File: src/rtl/dmem_arbiter_if.sv
// Bus bundle between the MEM stage, the debug/loader port, the arbiter and the data memory.
// slave = arbiter side, master = requesters/memory side.
interface dmem_arbiter_if #(
  parameter int unsigned ADDR_W = 32,
  parameter int unsigned DATA_W = 32
);
  localparam int unsigned BE_W = DATA_W / 8;

  logic              cpu_req;
  logic              cpu_we;
  logic [ADDR_W-1:0] cpu_addr;
  logic [DATA_W-1:0] cpu_wdata;
  logic [BE_W-1:0]   cpu_be;
  logic [DATA_W-1:0] cpu_rdata;
  logic              cpu_done;
  logic              cpu_stall;

  logic              dbg_req;
  logic              dbg_we;
  logic [ADDR_W-1:0] dbg_addr;
  logic [DATA_W-1:0] dbg_wdata;
  logic [DATA_W-1:0] dbg_rdata;
  logic              dbg_ack;

  logic              mem_en;
  logic              mem_we;
  logic [ADDR_W-1:0] mem_addr;
  logic [DATA_W-1:0] mem_wdata;
  logic [BE_W-1:0]   mem_be;
  logic [DATA_W-1:0] mem_rdata;

  modport slave (
    input  cpu_req, cpu_we, cpu_addr, cpu_wdata, cpu_be,
    output cpu_rdata, cpu_done, cpu_stall,
    input  dbg_req, dbg_we, dbg_addr, dbg_wdata,
    output dbg_rdata, dbg_ack,
    output mem_en, mem_we, mem_addr, mem_wdata, mem_be,
    input  mem_rdata
  );

  modport master (
    output cpu_req, cpu_we, cpu_addr, cpu_wdata, cpu_be,
    input  cpu_rdata, cpu_done, cpu_stall,
    output dbg_req, dbg_we, dbg_addr, dbg_wdata,
    input  dbg_rdata, dbg_ack,
    input  mem_en, mem_we, mem_addr, mem_wdata, mem_be,
    output mem_rdata
  );
endinterface

File: src/rtl/dmem_arbiter.sv
// Shares the single-port data memory between the MEM stage (priority) and the debug/loader port.
// Define DMEM_ARB_PERF_EN to add the perf_cpu_cnt/perf_dbg_cnt/perf_stall_cnt counters.
module dmem_arbiter #(
  parameter int unsigned ADDR_W     = 32,
  parameter int unsigned DATA_W     = 32,
  parameter int unsigned STARVE_MAX = 4
) (
  input  logic          clk,
  input  logic          rst,
  dmem_arbiter_if.slave bus
`ifdef DMEM_ARB_PERF_EN
  ,
  output logic [31:0]   perf_cpu_cnt,
  output logic [31:0]   perf_dbg_cnt,
  output logic [31:0]   perf_stall_cnt
`endif
);
  localparam int unsigned BE_W      = DATA_W / 8;
  localparam logic [3:0]  StarveMax = 4'(STARVE_MAX);

  typedef enum logic [1:0] {StIdle, StIssue, StResp} state_e;

  state_e            state_q, state_d;
  logic [3:0]        starve_q, starve_d;
  logic              win_dbg_q;
  logic              we_q;
  logic [ADDR_W-1:0] addr_q;
  logic [DATA_W-1:0] wdata_q;
  logic [BE_W-1:0]   be_q;
  logic [DATA_W-1:0] cpu_rdata_q, dbg_rdata_q;
  logic [DATA_W-1:0] resp_rdata;
  logic              grant, dbg_win;
  logic              cpu_done, dbg_ack;

  assign grant      = (state_q == StIdle) && (bus.cpu_req || bus.dbg_req);
  // Debug only overtakes a pending CPU request once the CPU has won StarveMax times in a row.
  assign dbg_win    = bus.dbg_req && (!bus.cpu_req || (starve_q == StarveMax));
  assign resp_rdata = we_q ? '0 : bus.mem_rdata;

  always_ff @(posedge clk) begin
    if (!rst) begin
      state_q <= StIdle;
    end else begin
      state_q <= state_d;
    end
  end

  always_comb begin
    state_d = state_q;
    unique case (state_q)
      StIdle:  if (bus.cpu_req || bus.dbg_req) state_d = StIssue;
      StIssue: state_d = StResp;
      StResp:  state_d = StIdle;
      default: state_d = StIdle;
    endcase
  end

  always_comb begin
    starve_d = starve_q;
    if (grant) begin
      if (dbg_win || !bus.dbg_req) begin
        starve_d = '0;
      end else if (starve_q != StarveMax) begin
        starve_d = starve_q + 4'd1;
      end
    end
  end

  always_ff @(posedge clk) begin
    if (!rst) begin
      starve_q    <= '0;
      win_dbg_q   <= 1'b0;
      we_q        <= 1'b0;
      addr_q      <= '0;
      wdata_q     <= '0;
      be_q        <= '0;
      cpu_rdata_q <= '0;
      dbg_rdata_q <= '0;
    end else begin
      starve_q <= starve_d;
      if (grant) begin
        win_dbg_q <= dbg_win;
        if (dbg_win) begin
          we_q    <= bus.dbg_we;
          addr_q  <= bus.dbg_addr;
          wdata_q <= bus.dbg_wdata;
          be_q    <= '1;
        end else begin
          we_q    <= bus.cpu_we;
          addr_q  <= bus.cpu_addr;
          wdata_q <= bus.cpu_wdata;
          be_q    <= bus.cpu_be;
        end
      end
      if (state_q == StResp) begin
        if (win_dbg_q) begin
          dbg_rdata_q <= resp_rdata;
        end else begin
          cpu_rdata_q <= resp_rdata;
        end
      end
    end
  end

  // Outputs are forced low while rst is asserted so an abandoned access never strobes or completes.
  always_comb begin
    bus.mem_en    = 1'b0;
    bus.mem_we    = 1'b0;
    bus.mem_addr  = '0;
    bus.mem_wdata = '0;
    bus.mem_be    = '0;
    cpu_done      = 1'b0;
    dbg_ack       = 1'b0;
    bus.cpu_rdata = cpu_rdata_q;
    bus.dbg_rdata = dbg_rdata_q;
    if (!rst) begin
      bus.cpu_rdata = '0;
      bus.dbg_rdata = '0;
    end else begin
      unique case (state_q)
        StIssue: begin
          bus.mem_en    = 1'b1;
          bus.mem_we    = we_q;
          bus.mem_addr  = addr_q;
          bus.mem_wdata = wdata_q;
          bus.mem_be    = be_q;
        end
        StResp: begin
          if (win_dbg_q) begin
            dbg_ack       = 1'b1;
            bus.dbg_rdata = resp_rdata;
          end else begin
            cpu_done      = 1'b1;
            bus.cpu_rdata = resp_rdata;
          end
        end
        default: ;
      endcase
    end
    bus.cpu_done  = cpu_done;
    bus.dbg_ack   = dbg_ack;
    bus.cpu_stall = rst && bus.cpu_req && !cpu_done;
  end

`ifdef DMEM_ARB_PERF_EN
  logic [31:0] perf_cpu_q, perf_dbg_q, perf_stall_q;

  always_ff @(posedge clk) begin
    if (!rst) begin
      perf_cpu_q   <= '0;
      perf_dbg_q   <= '0;
      perf_stall_q <= '0;
    end else begin
      if (cpu_done)      perf_cpu_q   <= perf_cpu_q + 32'd1;
      if (dbg_ack)       perf_dbg_q   <= perf_dbg_q + 32'd1;
      if (bus.cpu_stall) perf_stall_q <= perf_stall_q + 32'd1;
    end
  end

  assign perf_cpu_cnt   = perf_cpu_q;
  assign perf_dbg_cnt   = perf_dbg_q;
  assign perf_stall_cnt = perf_stall_q;
`endif

endmodule

File: src/flat_wrapper.sv
// flat-port wrapper written by rule: the top's interface ports become plain ports
module dmem_arbiter_flat 
#(
  parameter int unsigned ADDR_W     = 32,
  parameter int unsigned DATA_W     = 32,
  parameter int unsigned STARVE_MAX = 4
)
  (clk, rst, bus_cpu_req, bus_cpu_we, bus_cpu_addr, bus_cpu_wdata, bus_cpu_be, bus_cpu_rdata, bus_cpu_done, bus_cpu_stall, bus_dbg_req, bus_dbg_we, bus_dbg_addr, bus_dbg_wdata, bus_dbg_rdata, bus_dbg_ack, bus_mem_en, bus_mem_we, bus_mem_addr, bus_mem_wdata, bus_mem_be, bus_mem_rdata);
  dmem_arbiter_if #(.ADDR_W(ADDR_W), .DATA_W(DATA_W)) bus_i ();
  input  logic clk;
  input  logic rst;
  input wire logic [$bits(bus_i.cpu_req)-1:0] bus_cpu_req;
  input wire logic [$bits(bus_i.cpu_we)-1:0] bus_cpu_we;
  input wire logic [$bits(bus_i.cpu_addr)-1:0] bus_cpu_addr;
  input wire logic [$bits(bus_i.cpu_wdata)-1:0] bus_cpu_wdata;
  input wire logic [$bits(bus_i.cpu_be)-1:0] bus_cpu_be;
  output wire logic [$bits(bus_i.cpu_rdata)-1:0] bus_cpu_rdata;
  output wire logic [$bits(bus_i.cpu_done)-1:0] bus_cpu_done;
  output wire logic [$bits(bus_i.cpu_stall)-1:0] bus_cpu_stall;
  input wire logic [$bits(bus_i.dbg_req)-1:0] bus_dbg_req;
  input wire logic [$bits(bus_i.dbg_we)-1:0] bus_dbg_we;
  input wire logic [$bits(bus_i.dbg_addr)-1:0] bus_dbg_addr;
  input wire logic [$bits(bus_i.dbg_wdata)-1:0] bus_dbg_wdata;
  output wire logic [$bits(bus_i.dbg_rdata)-1:0] bus_dbg_rdata;
  output wire logic [$bits(bus_i.dbg_ack)-1:0] bus_dbg_ack;
  output wire logic [$bits(bus_i.mem_en)-1:0] bus_mem_en;
  output wire logic [$bits(bus_i.mem_we)-1:0] bus_mem_we;
  output wire logic [$bits(bus_i.mem_addr)-1:0] bus_mem_addr;
  output wire logic [$bits(bus_i.mem_wdata)-1:0] bus_mem_wdata;
  output wire logic [$bits(bus_i.mem_be)-1:0] bus_mem_be;
  input wire logic [$bits(bus_i.mem_rdata)-1:0] bus_mem_rdata;
  assign bus_i.cpu_req = bus_cpu_req;
  assign bus_i.cpu_we = bus_cpu_we;
  assign bus_i.cpu_addr = bus_cpu_addr;
  assign bus_i.cpu_wdata = bus_cpu_wdata;
  assign bus_i.cpu_be = bus_cpu_be;
  assign bus_cpu_rdata = bus_i.cpu_rdata;
  assign bus_cpu_done = bus_i.cpu_done;
  assign bus_cpu_stall = bus_i.cpu_stall;
  assign bus_i.dbg_req = bus_dbg_req;
  assign bus_i.dbg_we = bus_dbg_we;
  assign bus_i.dbg_addr = bus_dbg_addr;
  assign bus_i.dbg_wdata = bus_dbg_wdata;
  assign bus_dbg_rdata = bus_i.dbg_rdata;
  assign bus_dbg_ack = bus_i.dbg_ack;
  assign bus_mem_en = bus_i.mem_en;
  assign bus_mem_we = bus_i.mem_we;
  assign bus_mem_addr = bus_i.mem_addr;
  assign bus_mem_wdata = bus_i.mem_wdata;
  assign bus_mem_be = bus_i.mem_be;
  assign bus_i.mem_rdata = bus_mem_rdata;
  dmem_arbiter #(.ADDR_W(ADDR_W), .DATA_W(DATA_W), .STARVE_MAX(STARVE_MAX)) u_core (.clk(clk), .rst(rst), .bus(bus_i));
endmodule
File: config.mk
export PLATFORM = sky130hd
export DESIGN_NAME = dmem_arbiter_flat
export DESIGN_NICKNAME = d
export VERILOG_FILES = /design/src/rtl/dmem_arbiter_if.sv /design/src/rtl/dmem_arbiter.sv /design/src/flat_wrapper.sv
export SDC_FILE = /design/constraint.sdc
export NUM_CORES = 1
export LEC_CHECK = 0
export CORE_AREA = 2 2 148 150
export CTS_CLUSTER_DIAMETER = 30
export DETAILED_ROUTE_END_ITERATION = 10
export DIE_AREA = 0 0 150 152
export PLACE_DENSITY_LB_ADDON = 0.15
export SLEW_MARGIN = 20
export SYNTH_ARGS = -nofsm -noshare
export SYNTH_HDL_FRONTEND = slang
export SYNTH_SLANG_ARGS = --single-unit
File: constraint.sdc
create_clock -name clk -period 2.2 [get_ports clk]
set_input_delay 0.33 -clock clk [delete_from_list [all_inputs] [get_ports clk]]
set_output_delay 0.33 -clock clk [all_outputs]
set_load 0.05 [all_outputs]
After elaboration in Yosys (flattened, before gate mapping):

Index checks and enable logic that the tools add are counted.

* memories: 0
* logic and storage cells: 59
* bits of input ports: 170
* latch bits: 0
* memory bits (read-only): 0
* RAM bits: 0
* register bits after elaboration: 140
* output and inout bits: 137

* add/subtract/negate cells: 1
* order comparisons: 0
* div/mod/pow operators: 0
* bitwise gates (word level): 0
* multipliers: 0
* equality and inequality tests: 5
* reduce and logical (&&, ||, !) cells: 13
* shift-type cells: 0
* mux-type cells: 31

Operators by type and width (count)
* $mux W32: 13
* $mux W4: 5
* $mux W1: 11
* $add A4 B1 Y4 const B: 1
* $eq A4 B3 Y1 const B: 1
* $logic_and A1 B1 Y1: 4
* $ne A4 B3 Y1 const B: 1
* $pmux W2 S2: 1
* $logic_not A1 Y1: 3
* $logic_or A1 B1 Y1: 3
* $eq A2 B1 Y1 const B: 1
* $eq A2 B2 Y1 const B: 1
* $logic_not A2 Y1: 1
* $mux W2: 1
* $ne A2 B2 Y1 const B: 1
* $reduce_and A2 Y1: 1
* $reduce_bool A2 Y1: 1

Logic depth before layout (Yosys ltp):

* word-level depth: 6
* gate-level depth with buffers: 8

Worst setup path after synthesis:

No wires, ideal clock.

* path type: register -> output
* from: reg u_core.state_q[1]
* to: out bus_dbg_rdata[14]
* buffers on the path: 1
* stages on the path, launching flop included: 6
* arrival: 2160 ps
* path slack: -290 ps
* required time: 1870 ps
* cells stage by stage: dfxtp_1 inv_2 nor3b_4 buf_2 nand2_1 a21boi_0

* cells in the longest elaborated chain, start to end: 3

Ends and longest elaborated chain
* start, declared: line dmem_arbiter.sv:23 `state_e state_q, state_d;`
* start signal, assigned: line dmem_arbiter.sv:42 `state_q <= StIdle;`
* start signal, assigned: line dmem_arbiter.sv:44 `state_q <= state_d;`
* $eq A2 B2 Y1: line dmem_arbiter.sv:120 `unique case (state_q)`
* $mux W32: line dmem_arbiter.sv:120
* $mux W32: line dmem_arbiter.sv:116 `if (!rst) begin`
* end, declared: line flat_wrapper.sv:24 `output wire logic [$bits(bus_i.dbg_rdata)-1:0] bus_dbg_rdata;`

Every way passes these cells.

Worst setup path after layout:

* from: reg u_core.state_q[1]
* to: out bus_cpu_rdata[29]

* cells in the longest elaborated chain, start to end: 3

Ends and longest elaborated chain
* $eq A2 B2 Y1: line dmem_arbiter.sv:120
* $mux W32: line dmem_arbiter.sv:120
* $mux W32: line dmem_arbiter.sv:116
* end, declared: line flat_wrapper.sv:17 `output wire logic [$bits(bus_i.cpu_rdata)-1:0] bus_cpu_rdata;`

Every way passes these cells.

==> results.cfg <==
[clocking]
cts_sinks = 140
cts_root_buf = clkbuf_16
cts_tree = done
cts_max_level = 4
clk_latency_ps = 420
cts_buffers = 17
holdBufCountCts = 0
cts.path.max_buffers = 2
clkTransAtPathRegs_ps = 70

[power_and_ir_drop]
power.leakage_nw = 4.97
total_power_mw = 7.35
ir_drop_mv = 0.408
p_per_area_mw_per_mm2 = 597

[synth]
synth_nets = 919
synthMuxAreaShare_pct = 0
synth-xor-area-share_pct = 0
synth_top_family_by_area = compound AO/OA/AOI/OAI gates
yosysWarnings = 0
synth_fa_ha_area_share_pct = 0.410
synth_compound_area_share_pct = 26.5
netlist_area_sq_mm = 0.00610
ys_seq_area_share_pct = 46.0
yosysUniqueCellTypes = 32
synth_seq_cells = 140
synth-simple-area-share_pct = 21.6
synthCells = 747
syn_area_per_cell_sq_um = 8.16

[sta]
fmax_mhz = 453
fin_skew_ps = 13.5
fin_crit_ps = 2210
hold_violations = 0
report.final.slew_viol_count = 0
setup_viol_count_final = 10
worstMarginPinSlew_ps = 638
tns_ps = -51.0
slew-limit-headroom_pct = 57.4
rsz0062_at_grt = true
holdWs_ps = 445
finalWorstSetupSlack_ps = -9.20
finalCritPeriodShare_pct = 100

[place]
numPortBuffers = 306
dp_hpwl_mm = 15.0
gp_congestion = 0.794
place_area_sq_mm = 0.0108

[finish]
fin_area_sq_mm = 0.0123
final_common_cell = clkdlybuf4s50_1
fill_cells = 1828
diodes = 0
final_cell_mix = clkdlybuf4s50_1 (168), buf_12 (146), dfxtp_1 (137)
final_nets = 1223
layout-drive-gt1-share_pct = 28.8
area_growth_pct = 102

[global_routing]
antenna_found_initial = 0
grt_pass1_vias = 6443
grt_usage_pct = 20.0
grt-ovfl-total = 0
grt_max_degree = 71
grt_first_pass_wirelength_mm = 35.9

[critical_path]
worstSetupEndpointType = primary output
critPathMaxFanout = 8
crit_required_ps = 1870
cp-start-kind = flip-flop
rr_worst_depth = 7
critPathArrivalTime_ps = 1880
crit_type = reg -> out
r2r-end = u_core.addr_q[3]
r2r_slack_ps = 540
cp-startpoint = u_core.state_q[1]
cp-endpoint = bus_cpu_rdata[29]
crit-reg2reg-launch = u_core.state_q[0]

[die]
start_util_pct = 28.6
rows = 54
ioPinCount = 307
core-area_sq_mm = 0.0214
floorplan.die_area_sq_mm = 0.0228
die_w_um = 150
die_y_um = 152

[drt]
drc = 0
final_antenna_net_count = 0
num_vias = 6496
detail_route.wl_per_cell_um = 18.1
routed_via_density = 4.83
drtPass1Iterations = 4
drtIter0Drc = 320
wl_mm = 24.3

[run]
cap_violations = 0

[run_status]
violations = setup timing
status = complete, but fails checks

[worst_hold_path]
hp-class = in -> reg
[through the flow]
step / worst slack, ps / instances / utilization [%]
2_1_floorplan: 105 / 747 / -
3_3_place_gp: 198 / 1284 / 50.6
3_5_place_dp: 171 / 1284 / 50.6
4_1_cts: -83.9 / 1326 / 55.1
5_1_grt: -81.0 / 1344 / 57.7
6_report: -9.20 / 1344 / 57.7
[Yosys cell counts]
library cell	count	share of area, %
buf_6	6	1.1
inv_1	2	0.12
o21a_1	1	0.12
nand3_1	3	0.25
nor4b_1	1	0.14
clkbuf_2	1	0.082
a21oi_1	131	11
a22o_2	10	1.6
nor2_1	5	0.31
buf_2	25	2.1
a22oi_1	1	0.12
a21boi_0	15	1.8
a21boi_1	20	2.5
nor4b_4	1	0.39
nand2_1	134	8.2
a21boi_2	1	0.18
and3_2	2	0.25
ha_1	2	0.41
inv_2	1	0.062
nand3b_1	2	0.25
nor3_1	5	0.41
nor2b_1	34	3.5
o21ai_0	72	5.9
a21bo_2	1	0.16
a22o_1	22	3.2
o31a_2	1	0.16
and3_1	1	0.10
and2_1	72	7.4
nor4_1	1	0.10
nor3b_4	1	0.31
clkbuf_1	33	2.0
dfxtp_1	140	46
[routing by layer]
layer  part of all wire (%)  track usage, %  vias to the layer above
met2                     48            31.6                      248
met3                    9.2            9.25                       33
li1                       -               -                     3147
met4                    1.9            5.62                        0
met1                     41            24.4                     3068
met5                      0               0                        -
[cell type report]
| type | instances | area (sq um) | area share [%] |
|---|---|---|---|
| sequential | 140 | 2810 | 22.8 |
| clock inverter | 13 | 166 | 1.35 |
| multi-input combinational | 540 | 3550 | 28.8 |
| inverter | 3 | 16.3 | 0.132 |
| tap | 280 | 350 | 2.85 |
| clock buffer | 19 | 433 | 3.52 |
| timing repair buffer | 349 | 4980 | 40.5 |
[sequential cells by signal, indices dropped and copies added (netlist names)]
name                count
u_core.win_dbg_q        1
u_core.state_q          2
u_core.cpu_rdata_q     32
u_core.addr_q          32
u_core.starve_q         4
u_core.we_q             1
u_core.be_q             4
u_core.dbg_rdata_q     32
u_core.wdata_q         32
[worst min path at each step]
stage,start,end,cells past startpoint
2_1_floorplan,bus_cpu_wdata[31],u_core.wdata_q[31],2
3_3_place_gp,u_core.dbg_rdata_q[2],u_core.dbg_rdata_q[2],2
3_5_place_dp,u_core.cpu_rdata_q[25],u_core.cpu_rdata_q[25],1
4_1_cts,bus_cpu_addr[6],u_core.addr_q[6],3
5_1_grt,bus_cpu_wdata[28],u_core.wdata_q[28],3
6_report,bus_cpu_addr[6],u_core.addr_q[6],3
[cell families after synthesis]
kind of cell / Yosys count
compound gates: 275
fa+ha+maj: 2
buf+inv: 68
flops: 140
simple gates: 262
[worst max-delay path, stage by stage (launching register included)]
cell	delay (ps)
dfxtp_4	380
inv_6	60
nor4b_4	300
buf_4	180
clkbuf_16	140
buf_12	130
a22o_4	150
buf_12	130
[where the power goes]
group	internal (mW)	total, mW	switching, mW	leakage (nW)
sequential	2.71	2.78	0.0737	1.15
combinational	0.776	1.58	0.800	3.54
clock	1.79	2.99	1.20	0.284
[what timing repair did]
| action | 4_1_cts | 5_1_grt |
|---|---|---|
| pin swaps | 15 | 26 |
| buffers inserted | 9 | 12 |
| setup endpoints to repair | 66 | 127 |
| cloned | 1 | 6 |
| gates resized for setup | 58 | 69 |
Power figures use the tool's default switching activity.
==> edit (same settings) <==
`ADDR_W` is set to 32 in 3 places; all go to 28.
--- a/src/rtl/dmem_arbiter_if.sv
+++ b/src/rtl/dmem_arbiter_if.sv
@@ -3,3 +3,3 @@
 interface dmem_arbiter_if #(
-  parameter int unsigned ADDR_W = 32,
+  parameter int unsigned ADDR_W = 28,
   parameter int unsigned DATA_W = 32
--- a/src/rtl/dmem_arbiter.sv
+++ b/src/rtl/dmem_arbiter.sv
@@ -3,3 +3,3 @@
 module dmem_arbiter #(
-  parameter int unsigned ADDR_W     = 32,
+  parameter int unsigned ADDR_W     = 28,
   parameter int unsigned DATA_W     = 32,
--- a/src/flat_wrapper.sv
+++ b/src/flat_wrapper.sv
@@ -3,3 +3,3 @@
 #(
-  parameter int unsigned ADDR_W     = 32,
+  parameter int unsigned ADDR_W     = 28,
   parameter int unsigned DATA_W     = 32,
Interface: changed (resized bus_cpu_addr, bus_dbg_addr and bus_mem_addr); port bits go from 307 to 295. No check against the original RTL was run, so the function may have changed too.
==> edit against the original RTL <==
  * Design area down 5.2%
  * Sequential cell count down 4
  * Die area unchanged
  * Hold slack better by 0.014 ns
  * Worst setup slack better by 0.055 ns
  * Maximum frequency up 2.6%
  * Core utilization down 3.0 points
  * First-iteration DRC count down 33%
  * Total power down 1.3%
  * Clock skew down 0.0018 ns
  * Wire length down 9.7%
  * Area after synthesis down 4.0%
  * Cell count down 3.8%
  * Highest routed layer unchanged
==> edit: results (changes against the original RTL) <==
grt:
  grt_util_all_layers_pct: 18.8  # -1.2 points
  grt_max_degree: 59  # -17%
  met1_usage_pct: 23.2  # -1.2 points
  grt_use_met2_pct: 29.9  # -1.7 points
  first_global_vias: 6039  # -6.3%
  grt_pass1_wl_um: 34000  # -5.1%
  grt_use_met3_pct: 8.92  # -0.33 points
timing:
  skew_ns: 0.0118  # -0.00176 ns
  worst_slew_pin_slew_ns: 0.390  # -0.248 ns
  holdWs_ns: 0.460  # +0.0143 ns
  finalSetupViolations: 0  # -10
place:
  dp_cells: 1253  # -2.4%
  portBuffers: 294  # -3.9%
  gp_congestion: 0.773  # -2.7%
  place_area_um2: 10500  # -2.6%
  pre_cts_ws_ns: 0.258  # +0.0870 ns
  dpl.hpwl_um: 14600  # -3.2%
logic_synthesis:
  netlist_instances: 721  # -3.5%
  seq_area_frac_synth_pct: 46.5  # +0.55 points
  muxShareOfSynthArea_pct: 0  # unchanged
  synth_fp_nets: 885  # -3.7%
  synth.top_cells.by_count: "dfxtp_1, nand2_1, a21oi_1"
  yosysUniqueCellTypes: 28  # -13%
  synthAdderAreaFrac_pct: 0.428  # +0.017 points
  synthTopCellsByArea: "dfxtp_1, a21oi_1, nand2_1"
  synth_compound_area_share_pct: 26.3  # -0.22 points
power_and_ir_drop:
  power_switching_uw: 1950  # -5.8%
  peakVddDrop_uv: 451  # +11%
  pg_comb_uw: 1510  # -4%
  power_frac_comb_pct: 20.9  # -0.5 points
  cellLeakagePower_uw: 0.00463  # -6.9%
  p_seq_uw: 2700  # -3%
cts:
  cts_root_buf: "clkbuf_16"
  clockBufferDepth: 2  # unchanged
  cts.htree.levels: 4  # unchanged
drt:
  via_count: 6100  # -6.1%
  drt_iter0_markers: 213  # -33%
  via_per_inst: 4.72  # -2.4%
  met3_wirelength_um: 2270  # +0.98%
  drt-met1-wl_um: 9280  # -6.2%
  dr_wl_met2_um: 10200  # -13%
  routed_wl_um: 21900  # -9.7%
worst_hold_path:
  min_from: "bus_cpu_wdata[15]"
finish:
  nets: 1165  # -4.7%
  drive_gt1_share_pct: 26.9  # -1.8 points
  nFillCells: 1905  # +4.2%
critical_path:
  r2r_setup_slack_ns: 0.48  # -0.06 ns
  arrival_ns: 1.82  # -0.06 ns
  cp_slowest_cell: "dfxtp_4"
  cpPeakStageDelay_ns: 0.37
status:
  outcome: "complete, no violations"
[edit: changes by cell type after synthesis, sizes merged]
cell / delta
o21ai: -4
a21oi: -8
dfxtp: -4
nand2: -4
and2: -4
clkbuf: +3
buf: -5
[edit: path summary, 6_finish.rpt]
| path | to | depth (start not counted) |
|---|---|---|
| max | bus_cpu_rdata[20] | 5 |
| min | u_core.wdata_q[15]$_SDFFE_PN0P_ | 3 |
| max reg2reg | u_core.addr_q[0]$_SDFFE_PN0P_ | 6 |
| min reg2reg | u_core.dbg_rdata_q[10]$_DFF_P_ | 2 |
[edit: area by class of cell]
class                   instances  area, um2  area share, %
clock inverters                12        174           1.49
clock buffers                  19        443           3.79
multi-input cells             519       3280           28.1
repair buffers                324       4690           40.1
flip-flops and latches        136       2730           23.4
inverters                       3       13.8          0.118
well taps                     280        350           3.00
[edit: what timing repair did]
item,4_1_cts,5_1_grt
resized for setup,50,27
cloned,2,1
setup endpoints to repair,119,65
buffers inserted,4,3
pin swaps,1,3
hold buffers,0,0
